`config.mk`:
```
export PLATFORM = sky130hd
export DESIGN_NAME = if_prefetch_queue
export DESIGN_NICKNAME = d
export VERILOG_FILES = /design/src/rtl/if_prefetch_queue.sv
export SDC_FILE = /design/constraint.sdc
export NUM_CORES = 1
export LEC_CHECK = 0
export CORE_ASPECT_RATIO = 0.9
export CORE_MARGIN = 4
export CORE_UTILIZATION = 55
export DETAILED_ROUTE_END_ITERATION = 8
export PLACE_DENSITY = 0.81
export SETUP_SLACK_MARGIN = 0.1
export SLEW_MARGIN = 10
export SYNTH_ARGS = -nofsm -noshare
export SYNTH_HDL_FRONTEND = slang
export SYNTH_SLANG_ARGS = --single-unit
```
`constraint.sdc`:
```
create_clock -name clk -period 8.8 [get_ports clk]
set_input_delay 1.76 -clock clk [delete_from_list [all_inputs] [get_ports clk]]
set_output_delay 1.76 -clock clk [all_outputs]
set_load 0.02 [all_outputs]
```
`src/rtl/if_prefetch_queue.sv`:
```
// Instruction prefetch queue sitting between instruction memory and the IF/ID register.
// Keeps one memory request in flight and buffers up to DEPTH {pc, inst} pairs for IF.
module if_prefetch_queue #(
    parameter int          DEPTH    = 4,
    parameter logic [31:0] RESET_PC = 32'h0000_0000
) (
    input  logic                     clk,
    input  logic                     rst,
    input  logic                     redirect,
    input  logic [31:0]              redirect_pc,
    output logic                     imem_req,
    output logic [31:0]              imem_addr,
    input  logic                     imem_ack,
    input  logic [31:0]              imem_rdata,
    output logic                     out_valid,
    output logic [31:0]              out_inst,
    output logic [31:0]              out_pc,
    output logic [31:0]              out_pc4,
    input  logic                     out_ready,
    output logic [$clog2(DEPTH):0]   count
);

    // state | meaning
    // IDLE  | no request outstanding; issue one next edge if there is room
    // REQ   | request outstanding on the correct path; ack pushes the word
    // DROP  | request outstanding on a flushed path; ack is swallowed
    typedef enum logic [1:0] {
        ST_IDLE = 2'd0,
        ST_REQ  = 2'd1,
        ST_DROP = 2'd2
    } state_t;

    localparam int PW = $clog2(DEPTH);
    localparam int CW = PW + 1;

    state_t          state_q, state_d;
    logic            req_q, req_d;
    logic [31:0]     addr_q, addr_d;
    logic [31:0]     fetch_pc_q, fetch_pc_d;
    logic [PW-1:0]   rd_ptr_q, wr_ptr_q;
    logic [CW-1:0]   count_q;
    logic            push, pop;

    logic [31:0]     pc_mem   [DEPTH];
    logic [31:0]     inst_mem [DEPTH];

    always_comb begin
        state_d    = state_q;
        req_d      = req_q;
        addr_d     = addr_q;
        fetch_pc_d = fetch_pc_q;
        push       = 1'b0;

        case (state_q)
            ST_IDLE: begin
                if (!redirect && (count_q < CW'(DEPTH))) begin
                    req_d   = 1'b1;
                    addr_d  = fetch_pc_q;
                    state_d = ST_REQ;
                end
            end
            ST_REQ: begin
                if (imem_ack) begin
                    req_d   = 1'b0;
                    state_d = ST_IDLE;
                    if (!redirect) begin
                        push       = 1'b1;
                        fetch_pc_d = fetch_pc_q + 32'd4;
                    end
                end else if (redirect) begin
                    state_d = ST_DROP;
                end
            end
            ST_DROP: begin
                if (imem_ack) begin
                    req_d   = 1'b0;
                    state_d = ST_IDLE;
                end
            end
            default: begin
                req_d   = 1'b0;
                state_d = ST_IDLE;
            end
        endcase

        // A redirect always wins the fetch address; low bits are not addressable.
        if (redirect) begin
            fetch_pc_d = redirect_pc & 32'hFFFF_FFFC;
        end
    end

    assign out_valid = (count_q != '0);
    assign pop       = out_valid && out_ready && !redirect;

    always_ff @(posedge clk or posedge rst) begin
        if (rst) begin
            state_q    <= ST_IDLE;
            req_q      <= 1'b0;
            addr_q     <= 32'h0000_0000;
            fetch_pc_q <= RESET_PC;
        end else begin
            state_q    <= state_d;
            req_q      <= req_d;
            addr_q     <= addr_d;
            fetch_pc_q <= fetch_pc_d;
        end
    end

    always_ff @(posedge clk or posedge rst) begin
        if (rst) begin
            rd_ptr_q <= '0;
            wr_ptr_q <= '0;
            count_q  <= '0;
        end else if (redirect) begin
            rd_ptr_q <= '0;
            wr_ptr_q <= '0;
            count_q  <= '0;
        end else begin
            if (push) begin
                wr_ptr_q <= wr_ptr_q + PW'(1);
            end
            if (pop) begin
                rd_ptr_q <= rd_ptr_q + PW'(1);
            end
            case ({push, pop})
                2'b10:   count_q <= count_q + CW'(1);
                2'b01:   count_q <= count_q - CW'(1);
                default: count_q <= count_q;
            endcase
        end
    end

    // Entry storage needs no reset: nothing reads it until count says it was written.
    always_ff @(posedge clk) begin
        if (push) begin
            pc_mem[wr_ptr_q]   <= fetch_pc_q;
            inst_mem[wr_ptr_q] <= imem_rdata;
        end
    end

    assign imem_req  = req_q;
    assign imem_addr = addr_q;
    assign out_pc    = pc_mem[rd_ptr_q];
    assign out_inst  = inst_mem[rd_ptr_q];
    assign out_pc4   = pc_mem[rd_ptr_q] + 32'd4;
    assign count     = count_q;

endmodule

```
**After elaboration in Yosys (flattened, before gate mapping)**

Memories as Yosys holds them, arrays and structs flattened.
Index checks and enable logic that the tools add are counted.

- Reduce and logical (&&, ||, !) cells: 16
- Equal/unequal tests: 8
- $lt $le $gt $ge: 1
- Multiplexer cells: 22
- Add/subtract/negate cells: 6

Operators with widths:

| kind | count |
|---|---|
| 32-bit 2-to-1 mux | 3 |
| 32-bit by 3-bit adder with 32-bit output, second input constant | 2 |
| 2-bit 2-to-1 mux | 8 |
| 2-bit nonzero test | 4 |
| 1-bit 2-to-1 mux | 7 |
| 2-bit case mux with 3 select lines | 1 |
| 3-bit case mux with 2 select lines | 1 |
| 2-bit AND reduction | 3 |
| 3-bit nonzero test | 2 |
| 2-bit by 1-bit adder with 2-bit output, second input constant | 2 |
| 2-bit by 1-bit equality test with 1-bit output, second input constant | 2 |
| 2-bit equality test, second input constant | 2 |
| 2-bit != test, second input constant | 2 |
| 3-bit by 1-bit adder with 3-bit output, second input constant | 1 |
| 1-bit logical AND | 3 |
| 3-bit < comparator, second input constant | 1 |
| 3-bit 2-to-1 mux | 1 |
| 3-bit != test, second input constant | 1 |
| 3-bit AND reduction | 1 |
| 3-bit by 1-bit subtractor with 3-bit output, second input constant | 1 |
| 2-bit zero test | 1 |
| 2-bit by 1-bit != test with 1-bit output, second input constant | 1 |
| 1-bit case mux with 2 select lines | 1 |
| 2-bit OR reduction | 1 |
| 1-bit zero test | 1 |

- Bits in writable memories: 256
- Memories kept: 2
- Register bits after elaboration: 74
- Input port bits: 69
- Output and inout port bits: 133
- Logic and storage cells: 62

Memories:

| name | words | width | read ports | clocked after memory_dff | wr ports | line | source |
|---|---|---|---|---|---|---|---|
| inst_mem | 4 | 32 | 1 | 0 | 1 | 45 | `logic [31:0] inst_mem [DEPTH];` |
| pc_mem | 4 | 32 | 1 | 0 | 1 | 44 | `logic [31:0] pc_mem [DEPTH];` |

**Longest topological paths before layout**

Gate-level depths: netlist (run 1).

- Word-level depth: 6
- Gate-level depth with buffers: 11

**Least setup slack after synthesis (run 1)**

Ideal clock, no wire load.

- Path type: in2reg
- Start point: input port imem_ack
- End point: memory inst_mem[0][0] (enable)
- Library setup time: 0.427 ns
- Required time: 8.373 ns
- Stages on the path: 4
- Path slack: 4.459 ns
- Path buffers: 2
- Arrival: 3.914 ns
- Cell sequence: and2_1 clkbuf_1 clkbuf_1 and3_1

- Longest elaborated chain between the ends: 4

RTL lines:

| what | line | source |
|---|---|---|
| start: declaration | 13 | `input logic imem_ack,` |
| 1-bit 2-to-1 mux | 63 | `if (imem_ack) begin` |
| 1-bit 2-to-1 mux | 54 | `case (state_q)` |
| 1-bit 2-to-1 mux | 135 | `if (push) begin` |
| 1-bit 2-to-1 mux (not written as such) | 137 | `inst_mem[wr_ptr_q] <= imem_rdata;` |
| end: declaration | 45 |  |

No other way between the ends.

**Worst setup path after layout (run 1)**

- Start point: register rd_ptr_q[0]
- End point: output port out_pc4[27]

- Longest elaborated chain between the ends: 2

RTL lines:

| what | line | source |
|---|---|---|
| start: declaration | 40 | `logic [PW-1:0] rd_ptr_q, wr_ptr_q;` |
| start signal: assignment | 123 | `rd_ptr_q <= rd_ptr_q + PW'(1);` |
| memory 4 x 32 bit | -- |  |
| 32-bit by 3-bit adder with 32-bit output | 145 | `assign out_pc4 = pc_mem[rd_ptr_q] + 32'd4;` |
| end: declaration | 18 | `output logic [31:0] out_pc4,` |

No other way between the ends.

==> results of run 1 <==
==> state kept, by name (all words and copies together), names as in the netlist <==
signal,flops
count,3
fetch_pc_q,30
imem_addr,30
imem_req,1
inst_mem,128
pc_mem,120
rd_ptr_q,2
state_q,2
wr_ptr_q,2
==> cells in the mapped netlist (2+ instances only) <==
cell and n:
buf_2 7, nor4_1 8, mux4_1 5, ha_1 9
xnor2_1 28, buf_6 4, and4_1 5, or4_1 2
nand3_1 17, nand4_1 16, mux2i_1 2, nand2_1 54
o21ai_0 32, and2_1 2, buf_4 8, xor2_1 34
a21oi_1 2, dfrtp_1 70, edfxtp_1 248, mux4_2 57
and3_1 8, clkbuf_1 15, nor2_1 17, nor3_1 16
buf_1 2, mux2_2 31, inv_1 17, or3_1 3
==> worst min-delay path by stage <==
stage / startpoint / cells past startpoint / to
3_3_place_gp: imem_addr[8] / 1 / imem_addr[8]
4_1_cts: imem_addr[27] / 1 / imem_addr[27]
3_5_place_dp: imem_addr[12] / 1 / imem_addr[12]
2_1_floorplan: state_q[1] / 2 / state_q[1]
6_report: imem_addr[27] / 1 / imem_addr[27]
5_1_grt: imem_addr[13] / 1 / imem_addr[13]
==> cell type report <==
type / count / area, µm² / share of cell area
timing repair buffer: 200 / 1979 / 0.1223
inverter: 17 / 63.81 / 0.003943
tap: 302 / 377.9 / 0.02335
clock buffer: 42 / 867.1 / 0.05358
multi-input combinational: 368 / 3535 / 0.2184
clock inverter: 16 / 156.4 / 0.009664
sequential: 318 / 9204 / 0.5687
==> metrics by stage <==
stage | utilization | total power, W
floorplan | - | 0.002887
global route | 0.6953 | 0.005067
finish | 0.6953 | 0.004844
detailed placement | 0.6513 | 0.003582
CTS | 0.6953 | 0.004894
global placement | 0.6513 | 0.003556
==> power groups by stage <==
stage / Sequential (W) / Combinational (W) / Clock (W)
after floorplan: 0.00199 / 0.000900 / 0
after global placement: 0.00197 / 0.00158 / 0
after detailed placement: 0.00198 / 0.00160 / 0
after CTS: 0.00195 / 0.00161 / 0.00133
after global routing: 0.00198 / 0.00169 / 0.00140
final: 0.00195 / 0.00159 / 0.00130
==> routing by layer <==
| layer | vias to the layer above | track usage | wire (µm) |
|---|---|---|---|
| met4 | 2 | 0.04484 | 524 |
| met1 | 3712 | 0.3031 | 11400 |
| met5 | - | 0 | 11 |
| met3 | 40 | 0.04062 | 1723 |
| li1 | 3240 | - | - |
| met2 | 250 | 0.3440 | 13540 |
==> cell families after synthesis <==
logic type               after synthesis
AO/OA/AOI/OAI                         37
XOR/XNOR                              62
adder cells (fa/ha/maj)               10
buffers and inverters                 54
flip-flops                           318
multiplexers                          95
other                                  1
AND/OR/NAND/NOR                      158
==> metrics.md, run 1 <==
| Metric | Value |
|---|---|
| # IOs | `roughly 200` |
| Post-cts resize count | `0` |
| Net Switching | `roughly 0.0015 W` |
| WL/cell | `21.53 µm` |
| Die area | `between 20,000 and 30,000 µm²` |
| Sw frac | `0.3043` |
| Num CTS Buffers | `31` |
| Slowest stage delay, CP | `around 0.93 ns` |
| Setup Fix Bufs, Post-CTS | `0` |
| Share of the synthesized area in the top cell type | `0.5745` |
| Post-Synth Simple-Gate Area | `0.06419` |
| Post-route DRC | `0` |
| CP max-delay cell | `dfrtp_4` |
| Post-Synth Adder-Cell Area | `0.01023` |
| Yosys warnings | `0` |
| Initial antenna violation count | `1` |
| Sequential Power Share | `0.402` |
| Crit share post-route | `0.6845` |
| Required @ worst endpoint | `7.04 ns` |
| Setup violators final | `0` |
| Unrepaired setup endpoints after global routing | `false` |
| Grt total ovfl | `0` |
| Worst r2r src | `state_q[1]` |
| Clock root buffer master | `clkbuf_16` |
| Die Ht | `between 150 and 200 µm` |
| Final ANT Viol Nets | `0` |
| Fin nets | `between 1,000 and 1,500` |
| Vias | `just over 7,000` |
| Layout area overhead | `24.85%` |
| PortBufs | `193` |
| Starting Density | `0.5569` |
| Most common cell after layout, fill and taps aside | `edfxtp_1` |
| CP bufs+invs | `1` |
| Flop-to-flop setup slack | `roughly 6 ns` |
| Post-synth top flop | `edfxtp_1` |
| Mux contribution to synthesized area | `0.1376` |
| Clock power share | `0.269` |
| Non-filler cells, final | `1,263` |
| First-pass GRT wire length | `roughly 43,000 µm` |
| CTS clk-pin slew, worst paths | `0.06 ns` |
| Synth area leaders | `edfxtp_1 (57%), dfrtp_1 (14%), mux4_2 (9.9%)` |
| Critical Path Source Type | `flip-flop` |
| H-tree levels | `1` |
| Worst-path maximum fanout | `38` |
| Min Tclk post-route | `6.024 ns` |
| Worst Max-Slew Pin Slew | `around 1.0 ns` |
| Peak VDD IR | `roughly 0.21 mV` |
| # Max-Cap Violations | `0` |
| Largest family of logic cells by synthesized area | `multiplexers` |
| Crit. Startpoint | `rd_ptr_q[0]` |
| Post-synthesis sequential element count | `318` |
| Max-slew violation count | `0` |
| Final Hold Violating Endpoints | `0` |
| Avg Synthesized Cell Area | `approximately 18 µm²` |
| Core area | `roughly 23,000 µm²` |
| Largest net degree at the start of global routing | `73` |
| Status | `complete, no violations` |
| DP HPWL | `16,610 µm` |
| Later-pin clock latency in the skew report | `0.55 ns` |
| Detailed Route WL | `27,200 µm` |
| Post-Syn Instances | `~740` |
| Worst min path class | `reg -> reg` |
| Delay-heaviest family, CP | `simple AND/OR/NAND/NOR gates` |
| Fin Clk Skew | `approximately 0.012 ns` |
| Vias in the first global route | `between 7,000 and 8,000` |
| Chip width | `around 170 µm` |
| # fillers | `between 1,500 and 2,000` |
| 1st-iter DRT viols | `470` |
| Placed instance area | `between 15,000 and 20,000 µm²` |
| Final setup margin | `around 2.8 ns` |
| Worst slack at placement | `approximately 3.3 ns` |
| Setup crit end kind | `output port` |
| Crit path capture | `out_pc4[27]` |
| CTS max path bufs | `3` |
| Hold slack | `a little over 0.5 ns` |
| Synth Area in XOR/XNOR | `0.04189` |
| GP Congestion | `0.8029` |
| Combinational share of power | `0.329` |
| Reg2Reg Depth | `4` |
| Overall Global Routing Usage | `0.2112` |
| Crit path kind | `reg -> out` |
| Setup total negative slack | `0 ns` |
| Synth Area in Compound Gates | `0.01506` |
| Worst EP arrival | `around 4.3 ns` |
| LEAKAGE | `about 5.5 nW` |
| FF-to-FF End | `pc_mem[3][6]` |
| Hold Buf Count CTS | `0` |
| Pre-antenna DRT Iters | `5` |
| Yosys top cell by area | `edfxtp_1` |
| Clock Sinks | `318` |
| Most frequent cells in the layout | `edfxtp_1 (248), clkdlybuf4s50_1 (192), dfrtp_1 (68), mux4_2 (57), nand2_1 (54)` |
| Rel. slew slack | `0.3218` |
| Fin area | `about 16,000 µm²` |
| Inserted Diodes | `0` |
| DR vias/cell | `about 5.7` |
| Unique masters post-synth | `44` |
| PD cells | `approximately 300 nW/µm²` |
| FFs w/ async S/R, synth | `0.2201` |
| Pint | `0.003370 W` |
| Critical path depth | `6` |
| Fraction of layout cells with a size suffix above 1 | `0.1623` |
| Cell Area, Synth | `between 10,000 and 15,000 µm²` |
| Fmax | `about 0.17 GHz` |
| Sequential area share after synthesis | `0.7097` |
| Post-synth EDFFs | `approximately 250` |
| CTS tree | `built` |
| Row count | `53` |
| Worst-path cell chain | `mux4_1 > nand4_1 > or4_1 > nor4_1 > xor2_1 > clkdlybuf4s50_1` |
| Dpl cells | `around 1,200` |
Power figures use the tool's default switching activity.
==> run 2, diff against run 1 <==
Settings changed: CORE_UTILIZATION 55 to 49, PLACE_DENSITY 0.81 to 0.77.
Clock period 8.8 ns to 5.3 ns, I/O delays scaled along.
==> run 2 against run 1 <==
Net effect:
- via count decreased by 2.4%
- clock skew decreased by 0.0018 ns
- combinational power increased by 71%
- register-to-register slack got worse by 3.5 ns
- sequential power increased by 63%
- global-route usage decreased by 2.4 points
- worst hold slack got worse by 0.0017 ns
- cell count increased by 4.2%
- clock power increased by 68%
- sequential cell count unchanged
- critical endpoint is now out_pc4[31]
==> metrics.md, run 2 (synthesis results as in run 1) <==
| Metric | Value |
|---|---|
| Post-cts resize count | `0` |
| Fin Clk Skew | `around 0.011 ns` |
| Worst-path maximum fanout | `25` |
| Vias | `7,073` |
| Clock Sinks | `approximately 320` |
| Final ANT Viol Nets | `0` |
| Core area | `~26,000 µm²` |
| Crit share post-route | `0.9422` |
| Clock root buffer master | `clkbuf_16` |
| Fin nets | `about 1,000` |
| # IOs | `between 200 and 250` |
| Layout area overhead | `25.73%` |
| Detailed Route WL | `27,680 µm` |
| Worst hold stages | `1` |
| Starting Density | `0.4973` |
| Die area | `approximately 29,000 µm²` |
| Most common cell after layout, fill and taps aside | `edfxtp_1` |
| Core Util, Final | `0.6253` |
| Fmax | `~0.20 GHz` |
| Worst Max-Slew Pin Slew | `~1.0 ns` |
| Chip width | `approximately 180 µm` |
| Peak VDD IR | `roughly 0.30 mV` |
| 1st-iter DRT viols | `497` |
| Worst EP arrival | `roughly 4 ns` |
| Num CTS Buffers | `34` |
| Reg2Reg Depth | `4` |
| Non-filler cells, final | `1,316` |
| Final Hold Violating Endpoints | `0` |
| Worst min path class | `reg -> reg` |
| Fraction of layout cells with a size suffix above 1 | `0.1653` |
| H-tree levels | `2` |
| Post-route DRC | `0` |
| Min Tclk post-route | `4.993 ns` |
| Grt total ovfl | `0` |
| First-pass GRT wire length | `approximately 43,000 µm` |
| Biggest register | `inst_mem` |
| Later-pin clock latency in the skew report | `0.49 ns` |
| Setup crit end kind | `output port` |
| CTS clk-pin slew, worst paths | `roughly 0.060 ns` |
| CTS tree | `built` |
| # Max-Cap Violations | `0` |
| Die Ht | `~160 µm` |
| DP HPWL | `about 18,000 µm` |
| WL/cell | `21.04 µm` |
| # fillers | `a little under 2,000` |
| Crit path kind | `reg -> out` |
| Setup total negative slack | `0 ns` |
| Required @ worst endpoint | `between 4 and 5 ns` |
| Max reg flops | `128` |
| Setup violators final | `0` |
| CTS max path bufs | `3` |
| Vias in the first global route | `approximately 7,500` |
| Inserted Diodes | `0` |
| GP Congestion | `0.7711` |
| DR vias/cell | `approximately 5.4` |
| Largest net degree at the start of global routing | `63` |
| Status | `complete, no violations` |
| Critical Path Source Type | `flip-flop` |
| Overall Global Routing Usage | `0.1875` |
| Most frequent cells in the layout | `edfxtp_1 (248), clkdlybuf4s50_1 (192), dfrtp_1 (68), mux4_2 (57), nand2_1 (54)` |
| Max-slew violation count | `0` |
| Hold slack | `~0.50 ns` |
| Rel. slew slack | `0.3187` |
| Biggest regs | `inst_mem: 128 flops, pc_mem: 120 flops` |
| Dpl cells | `1,254` |
| PortBufs | `between 150 and 200` |
| Initial antenna violation count | `1` |
| Unrepaired setup endpoints after global routing | `false` |
| Pre-antenna DRT Iters | `5` |
| Row count | `between 50 and 60` |
| LEAKAGE | `approximately 5.6 nW` |
| PD cells | `496.1 nW/µm²` |
[run 2: where the power goes]
part           total (W)  internal, W  switching [W]
Clock            0.00218      0.00128       0.000903
Sequential       0.00318      0.00297       0.000210
Combinational    0.00272      0.00136        0.00136
[run 2: layer usage]
layer / global-route usage / wire length [µm] / vias up / share of wire
li1: - / - / 3252 / -
met1: 0.2524 / 11460 / 3569 / 0.41
met2: 0.3148 / 13720 / 208 / 0.50
met3: 0.04478 / 1988 / 42 / 0.072
met4: 0.04536 / 507 / 2 / 0.018
met5: 0 / 7 / - / 0.00025
[run 2: area by class of cell]
cell class / instances / area, µm² / share of cell area
Clock buffer: 50 / 973.4 / 0.05973
Clock inverter: 11 / 63.81 / 0.003915
Tap cell: 348 / 435.4 / 0.02672
Timing Repair Buffer: 204 / 2022 / 0.1241
Sequential cell: 318 / 9204 / 0.5647
Inverter: 17 / 65.06 / 0.003992
Multi-Input combinational cell: 368 / 3535 / 0.2169
[run 2: worst paths after layout]
path / slack [ns] / to / startpoint
max: 0.31 / out_pc4[31] / rd_ptr_q[1]
max reg2reg: 2.65 / inst_mem[1][7] / state_q[1]
min in group asynchronous: 1.00 / imem_addr[7] / rst
max in group asynchronous: 3.36 / rd_ptr_q[0] / rst
min reg2reg: 0.50 / imem_req / imem_req
min: 0.50 / imem_req / imem_req
[run 2: repair_timing]
item                       in CTS  in global routing
hold buffers                    0                  0
hold endpoints to repair        0                  0
buffers inserted                0                  1
setup endpoints to repair       0                  1
[run 2: metrics by stage]
| step | instance area (µm²) | total power (W) | setup WS, ns |
|---|---|---|---|
| floorplan | 12980 | 0.004794 | 1.659 |
| CTS | 16280 | 0.008165 | 0.2412 |
| global route | 16300 | 0.008469 | 0.1283 |
| finish | 16300 | 0.008085 | 0.3065 |
| detailed placement | 15240 | 0.005967 | 0.7818 |
| global placement | 15240 | 0.005938 | 0.7959 |
[run 2: worst max-delay path, cell delays in order (launching register included)]
cell	delay, ns
dfrtp_2	0.79
mux4_2	0.44
nand3_4	0.14
or4_1	0.80
nor4_1	0.42
xor2_1	0.19
clkdlybuf4s50_1	0.63
==> run 3, diff against run 2 <==
Settings changed: CORE_UTILIZATION 49 to 54, PLACE_DENSITY 0.77 to default, PLACE_DENSITY_LB_ADDON from default to 0.25.
Clock period 5.3 ns to 4.9 ns, I/O delays scaled along.
==> run 3 against run 2 <==
Net effect:
- sequential cell count stayed put
- clock skew is 0.0011 ns higher
- first-iteration DRC count is 36% higher
- sequential share of layout area is 0.50 points lower
- critical path depth is 1 higher
- die area is 8.8% lower
- sequential power is 8.5% higher
- via count is 1.8% higher
- largest power group unchanged
- clock power is 15% higher
- power is 11% higher
==> metrics.md, run 3 (synthesis results as in run 1) <==
| Metric | Value |
|---|---|
| GP Congestion | `0.8215` |
| First-pass GRT wire length | `~43,000 µm` |
| Worst EP arrival | `between 3 and 4 ns` |
| Setup crit end kind | `output port` |
| Non-filler cells, final | `between 1,000 and 1,500` |
| Overall Global Routing Usage | `0.2064` |
| Rel. slew slack | `0.4927` |
| CTS clk-pin slew, worst paths | `roughly 0.060 ns` |
| Initial antenna violation count | `0` |
| Fmax | `between 0.2 and 0.25 GHz` |
| # Max-Cap Violations | `0` |
| Core area | `23,480 µm²` |
| Final ANT Viol Nets | `0` |
| Biggest regs | `inst_mem: 128 flops, pc_mem: 120 flops` |
| Vias in the first global route | `7,400` |
| Detailed Route WL | `~27,000 µm` |
| Post-route DRC | `0` |
| Pre-antenna DRT Iters | `5` |
| Min Tclk post-route | `~4.6 ns` |
| PortBufs | `roughly 190` |
| Row count | `between 50 and 60` |
| Crit share post-route | `0.9482` |
| Die Ht | `roughly 150 µm` |
| Status | `complete, no violations` |
| Hold slack | `~0.51 ns` |
| Most frequent cells in the layout | `edfxtp_1 (248), clkdlybuf4s50_1 (191), dfrtp_1 (68), mux4_2 (60), nand2_1 (54)` |
| Critical Path Source Type | `flip-flop` |
| Starting Density | `0.5522` |
| Final setup margin | `roughly 0.25 ns` |
| Required @ worst endpoint | `approximately 3.9 ns` |
| Combinational share of power | `0.333` |
| Worst min path class | `reg -> reg` |
| Setup violators final | `0` |
| Peak VDD IR | `approximately 0.37 mV` |
| Dpl cells | `1,217` |
| Pint | `approximately 0.0063 W` |
| Worst-path maximum fanout | `16` |
| Grt total ovfl | `0` |
| Clock Sinks | `between 300 and 400` |
| PnR Total Power | `approximately 0.009 W` |
| Most common cell after layout, fill and taps aside | `edfxtp_1` |
| WL/cell | `21.46 µm` |
| Largest net degree at the start of global routing | `between 40 and 50` |
| # fillers | `approximately 1,600` |
| Hold Buf Count CTS | `0` |
| Layout area overhead | `26.90%` |
| Sw frac | `0.3003` |
| Final Hold Violating Endpoints | `0` |
| Fraction of layout cells with a size suffix above 1 | `0.1849` |
| Slowest stage delay, CP | `a little over 0.6 ns` |
| Max reg flops | `between 100 and 150` |
| Chip width | `roughly 170 µm` |
| Die area | `between 20,000 and 30,000 µm²` |
| Worst slack at placement | `0.5267 ns` |
| Vias | `7,197` |
| LEAKAGE | `around 5.7 nW` |
| CP max-delay cell | `dfrtp_4` |
| Fin Clk Skew | `0.01169 ns` |
| Worst-path cell chain | `mux4_2 > nand3_4 > or4_4 > buf_4 > nor4b_2 > xor2_1 > clkdlybuf4s50_1` |
| Setup total negative slack | `0 ns` |
| Num CTS Buffers | `31` |
| Worst Max-Slew Pin Slew | `0.7598 ns` |
| Net Switching | `approximately 0.0027 W` |
| CTS max path bufs | `3` |
| Clock power share | `0.281` |
| Fin nets | `around 1,000` |
| PD cells | `between 500 and 600 nW/µm²` |
| H-tree levels | `1` |
| # IOs | `about 200` |
| CTS tree | `built` |
| Inserted Diodes | `0` |
| Sequential Power Share | `0.386` |
| Clock root buffer master | `clkbuf_16` |
| 1st-iter DRT viols | `675` |
| DR vias/cell | `between 5 and 6` |
| DP HPWL | `17,970 µm` |
| Later-pin clock latency in the skew report | `between 0.5 and 0.6 ns` |
| Biggest register | `inst_mem` |
| Unrepaired setup endpoints after global routing | `false` |
| Crit path kind | `reg -> out` |
| Max-slew violation count | `0` |
## run 3: routing by layer
metal	vias up	share of wire	track usage
li1	3272	-	-
met1	3621	0.43	0.3023
met2	260	0.49	0.3349
met3	44	0.061	0.03252
met4	0	0.022	0.04527
met5	-	0	0
## run 3: worst max-delay path: cells and delay by family, from the launching register on
family / cells / cell delay (ns)
AND/OR/NAND/NOR: 3 / 0.99
buffers and inverters: 2 / 0.83
flip-flops: 1 / 0.62
multiplexers: 1 / 0.48
XOR/XNOR: 1 / 0.19
## run 3: worst paths after layout
| kind | startpoint | cells after the start | slack (ns) | endpoint |
|---|---|---|---|---|
| hold reg to reg | imem_addr[18] | 1 | 0.51 | imem_addr[18] |
| max in group asynchronous | rst | 3 | 3.01 | rd_ptr_q[0] |
| min in group asynchronous | rst | 2 | 0.88 | imem_addr[29] |
| hold / removal | imem_addr[18] | 1 | 0.51 | imem_addr[18] |
| setup / recovery | rd_ptr_q[0] | 7 | 0.25 | out_pc4[29] |
| setup reg to reg | state_q[1] | 5 | 2.22 | pc_mem[0][14] |
## run 3: layout make-up
| cell class | count | area, µm² | share of cell area |
|---|---|---|---|
| Timing Repair Buffer | 218 | 2178 | 0.1324 |
| Sequential cell | 318 | 9206 | 0.5597 |
| Tap cell | 302 | 377.9 | 0.02297 |
| Multi-Input combinational cell | 368 | 3530 | 0.2146 |
| Clock buffer | 39 | 815.8 | 0.04959 |
| Clock inverter | 19 | 277.8 | 0.01689 |
| Inverter | 17 | 63.81 | 0.003879 |
## run 3: stage by stage
stage          utilization  instance area, µm²
2_1_floorplan            -               12980
3_3_place_gp        0.6511               15280
3_5_place_dp        0.6511               15280
4_1_cts             0.6986               16400
5_1_grt             0.7007               16450
6_report            0.7007               16450
## run 3: what timing repair did
item                       in CTS  in global routing
pin swaps                       1                  0
resized for setup               3                  9
setup buffers                   1                  5
setup endpoints to repair      21                 15
## run 3: power by group through the flow
stage	clock network (W)	registers, W	logic, W
2_1_floorplan	0	0.00357	0.00162
3_3_place_gp	0	0.00349	0.00293
3_5_place_dp	0	0.00351	0.00296
4_1_cts	0.00255	0.00345	0.00298
5_1_grt	0.00268	0.00349	0.00317
6_report	0.00251	0.00345	0.00298
